## src/rtl/src_ptr_ctrl.sv

```systemverilog
// Write-side pointer controller for a dual-clock FIFO: accepts writes, keeps
// binary/Gray write pointers and derives full, almost-full and level from the synced read pointer.
module src_ptr_ctrl #(
    parameter int unsigned ASIZE        = 4,
    parameter int unsigned AFULL_THRESH = 2
) (
    input  logic             src_clk,
    input  logic             src_rst,
    input  logic             wr_valid,
    output logic             wr_ready,
    output logic             ram_wen,
    output logic [ASIZE-1:0] ram_waddr,
    output logic [ASIZE:0]   src_ptr,
    input  logic [ASIZE:0]   rptr_sync,
    output logic             full,
    output logic             afull,
    output logic [ASIZE:0]   level
);

    localparam int unsigned DEPTH = 1 << ASIZE;
    localparam logic [ASIZE:0] AFULL_LEVEL = (ASIZE + 1)'(DEPTH - AFULL_THRESH);

    logic [ASIZE:0] wbin_q, wbin_d;
    logic [ASIZE:0] wgray_q, wgray_d;
    logic [ASIZE:0] level_q, level_d;
    logic           full_q, full_d;
    logic           afull_q, afull_d;
    logic [ASIZE:0] rbin;
    logic           accept;

    // Ready depends only on registered full and reset, never on this cycle's request.
    assign wr_ready  = ~full_q & ~src_rst;
    assign accept    = wr_valid & wr_ready;
    assign ram_wen   = accept;
    assign ram_waddr = wbin_q[ASIZE-1:0];
    assign src_ptr   = wgray_q;
    assign full      = full_q;
    assign afull     = afull_q;
    assign level     = level_q;

    always_comb begin
        rbin        = '0;
        rbin[ASIZE] = rptr_sync[ASIZE];
        for (int i = ASIZE - 1; i >= 0; i--) begin
            rbin[i] = rbin[i+1] ^ rptr_sync[i];
        end
    end

    always_comb begin
        wbin_d  = wbin_q + {{ASIZE{1'b0}}, accept};
        wgray_d = wbin_d ^ (wbin_d >> 1);
        level_d = wbin_d - rbin;
        // Full when write Gray equals read Gray with its top two bits inverted.
        full_d  = (wgray_d == {~rptr_sync[ASIZE:ASIZE-1], rptr_sync[ASIZE-2:0]});
        afull_d = (level_d >= AFULL_LEVEL);
    end

    always_ff @(posedge src_clk) begin
        if (src_rst) begin
            wbin_q  <= '0;
            wgray_q <= '0;
            level_q <= '0;
            full_q  <= 1'b0;
            afull_q <= 1'b0;
        end else begin
            wbin_q  <= wbin_d;
            wgray_q <= wgray_d;
            level_q <= level_d;
            full_q  <= full_d;
            afull_q <= afull_d;
        end
    end

endmodule
```

## config.mk

```make
export PLATFORM = sky130hd
export DESIGN_NAME = src_ptr_ctrl
export DESIGN_NICKNAME = d
export VERILOG_FILES = /design/src/rtl/src_ptr_ctrl.sv
export SDC_FILE = /design/constraint.sdc
export NUM_CORES = 1
export LEC_CHECK = 0
export ABC_AREA = 1
export CAP_MARGIN = 10
export CORE_UTILIZATION = 50
export DETAILED_ROUTE_END_ITERATION = 10
export PLACE_DENSITY = 0.81
export SLEW_MARGIN = 30
export SYNTH_ARGS = -nofsm -noshare
export SYNTH_HDL_FRONTEND = slang
export SYNTH_SLANG_ARGS = --single-unit
```

## constraint.sdc

```tcl
create_clock -name src_clk -period 4.8 [get_ports src_clk]
set_clock_uncertainty 0.15 [all_clocks]
set_input_delay 0.96 -clock src_clk [delete_from_list [all_inputs] [get_ports src_clk]]
set_output_delay 0.96 -clock src_clk [all_outputs]
set_load 0.05 [all_outputs]
```

==> impl_metrics.env <==
export IMPL_status="completed"
export IMPL_tightest_slew_ps=512
export IMPL_crit_slowest_cell="clkdlybuf4s50_1"
export IMPL_io_buffers=25
export IMPL_leakage_nw=0.600
export IMPL_final_hold_violation_count=0
export IMPL_cts_sinks=16
export IMPL_grt_total_usage=0.217
export IMPL_crit_buf_inv=2
export IMPL_report_final_slew_viol_count=0
export IMPL_power_switching_mw=0.131
export IMPL_gp_congestion=0.839
export IMPL_grt_max_degree=16
export IMPL_route_detailed_drc=0
export IMPL_via_count=925
export IMPL_gr_max_usage_layer="met2"
export IMPL_fill_cells=164
export IMPL_ys_ff_latch=16
export IMPL_firstDrtPassIters=4
export IMPL_routedWlPerCell_um=10.6
export IMPL_dp_hpwl_mm=1.62
export IMPL_htree_levels=1
export IMPL_slew_headroom=0.658
export IMPL_syn2layout_area_growth_pct=32.1
export IMPL_critical_path_max_stage_delay_ps=880
export IMPL_seq_area_frac_synth=0.332
export IMPL_viasPerCell=4.87
export IMPL_seqPwrFrac=0.402
export IMPL_met3_usage=0.0357
export IMPL_start_util=0.548
export IMPL_p_comb_frac=0.350
export IMPL_crit_path_end_kind="output port"
export IMPL_yosys_warnings=0
export IMPL_finalSetupViolCount=0
export IMPL_synthesis_nets=154
export IMPL_drive_gt1_frac=0.109
export IMPL_critical_path_top_delay_family="buffers and inverters"
export IMPL_path_max_fanout=3
export IMPL_grt_pass1_wl_mm=3.37
export IMPL_clk_pin_slew_worst_paths_ps=100
export IMPL_antenna_found_initial=0
export IMPL_fmax_mhz=264
export IMPL_cp_arrival_ps=2680
export IMPL_layout_commonest_cell="nand2_1"
export IMPL_root_buffer="clkbuf_4"
export IMPL_use_met1=0.274
export IMPL_synthCells=138
export IMPL_fp_dieW_um=46.0
export IMPL_switching_share=0.357
export IMPL_hold_path_class="reg2reg"
export IMPL_gr_total_overflow=0
export IMPL_max_cap_viol_count=0
export IMPL_fin_crit_sh=0.790
export IMPL_totalWireLength_mm=2.01
export IMPL_syn_area_per_cell_um2=7.00
export IMPL_core_area_um2=1760
export IMPL_rsz0062_at_grt="no"
export IMPL_cts_tree="done"
export IMPL_drt_iter0_markers=9
export IMPL_crit_type="in2out"
export IMPL_cts_made_buffers=3
export IMPL_ff_latch_area_um2=320
export IMPL_cp_common_cell="clkdlybuf4s50_1"
export IMPL_worst_skew_pair_late_latency_ps=290
export IMPL_setup_worst_path_start_class="input pin"
export IMPL_use_met2=0.372
export IMPL_grt_pass1_vias=848
export IMPL_vdd_ir_drop_worst_mv=0.220
export IMPL_drtAntennaViolNets=0
export IMPL_setup_tns_ps=0
export IMPL_final_cell_mix="nand2_1, clkdlybuf4s50_1, inv_1, dfxtp_1, nand3_1"
export IMPL_rows=15
export IMPL_holdWs_ps=460
export IMPL_antenna_cells=0
export IMPL_cts_buffer_depth=2
export IMPL_dieArea_um2=2110
export IMPL_cts_hold_buffers_added=0
export IMPL_io_pins=26
export IMPL_cts_setup_buffers=0
export IMPL_cts_resized=0
export IMPL_multi_input_area_um2=559
export IMPL_period_needed_ps=3790
export IMPL_internal_power_mw=0.236
export IMPL_final_nets=182
export IMPL_ys_types=23
export IMPL_syn_area_um2=966
export IMPL_crit_required_ps=3690
export IMPL_pwr_share_clk=0.248
export IMPL_die_y_um=46.0
export IMPL_cellPowerDensity_nw_per_um2=288
export IMPL_crit_chain="clkdlybuf4s50_1 -> nor3b_1 -> clkdlybuf4s50_1"
[worst paths after layout]
check	start	endpoint	slack [ps]	cells past startpoint
setup / recovery	src_rst	ram_wen	1010	3
hold / removal	wbin_q[4]	wbin_q[4]	460	4
setup reg to reg	full	afull	2140	13
hold reg to reg	wbin_q[4]	wbin_q[4]	460	4
[flip-flops by register name (all words and copies together), names as in the netlist]
signal,cells
wbin_q,5
src_ptr,4
full,1
level,5
afull,1
[layer usage]
layer,up-vias,wire (um)
li1,492,-
met4,0,14
met3,2,69
met5,-,0
met2,22,973
met1,409,952
[power by group through the flow]
stage          Sequential [mW]  Combinational, mW  Clock [mW]
2_1_floorplan            0.189             0.0499           0
5_1_grt                  0.148              0.138      0.0988
3_3_place_gp             0.150              0.126           0
3_5_place_dp             0.151              0.128           0
4_1_cts                  0.148              0.129      0.0903
6_report                 0.148              0.129      0.0911
[worst min-delay path, stage by stage, from the launching register on]
cell     delay (ps)
dfxtp_1         340
nand2_2          80
nand2_2          70
inv_2            60
nor2_1           30
[kinds of logic after synthesis]
family / after synthesis / share of synthesized area
XOR/XNOR: 4 / 0.0363
AO/OA/AOI/OAI: 7 / 0.0389
buffers and inverters: 22 / 0.0894
adder cells (fa/ha/maj): 8 / 0.111
flip-flops: 16 / 0.332
AND/OR/NAND/NOR: 81 / 0.393
[synthesized netlist by cell type]
master	instances	area [um^2]
a211oi_1	1	7.51
a21oi_1	5	25.0
buf_4	1	7.51
clkbuf_1	2	7.51
dfxtp_1	16	320
fa_1	1	20.0
ha_1	7	87.6
inv_1	17	63.8
inv_2	2	7.51
nand2_1	36	135
nand2_2	8	50.1
nand2_4	1	11.3
nand3_1	15	75.1
nand3_2	1	10.0
nand3b_1	1	7.51
nand4_1	3	18.8
nor2_1	13	48.8
nor3b_1	1	7.51
o21ai_0	1	5.00
or2_1	1	6.26
or2_4	1	8.76
xnor2_1	2	17.5
xor2_1	2	17.5
[stage by stage]
stage	utilization	instance area [um^2]	total power, mW	instances	setup WS, ps
2_1_floorplan	-	966	0.239	138	511
3_3_place_gp	0.703	1240	0.276	186	1040
3_5_place_dp	0.703	1240	0.279	186	1020
4_1_cts	0.723	1280	0.367	190	996
5_1_grt	0.723	1280	0.385	190	951
6_report	0.723	1280	0.367	190	1010
[cell type report]
type	count	share of cell area
sequential	16	0.251
clock buffer	4	0.0284
multi-input combinational	100	0.438
timing repair buffer	26	0.202
tap	25	0.0245
inverter	19	0.0559
No activity file was read; power rests on OpenSTA's default activity.
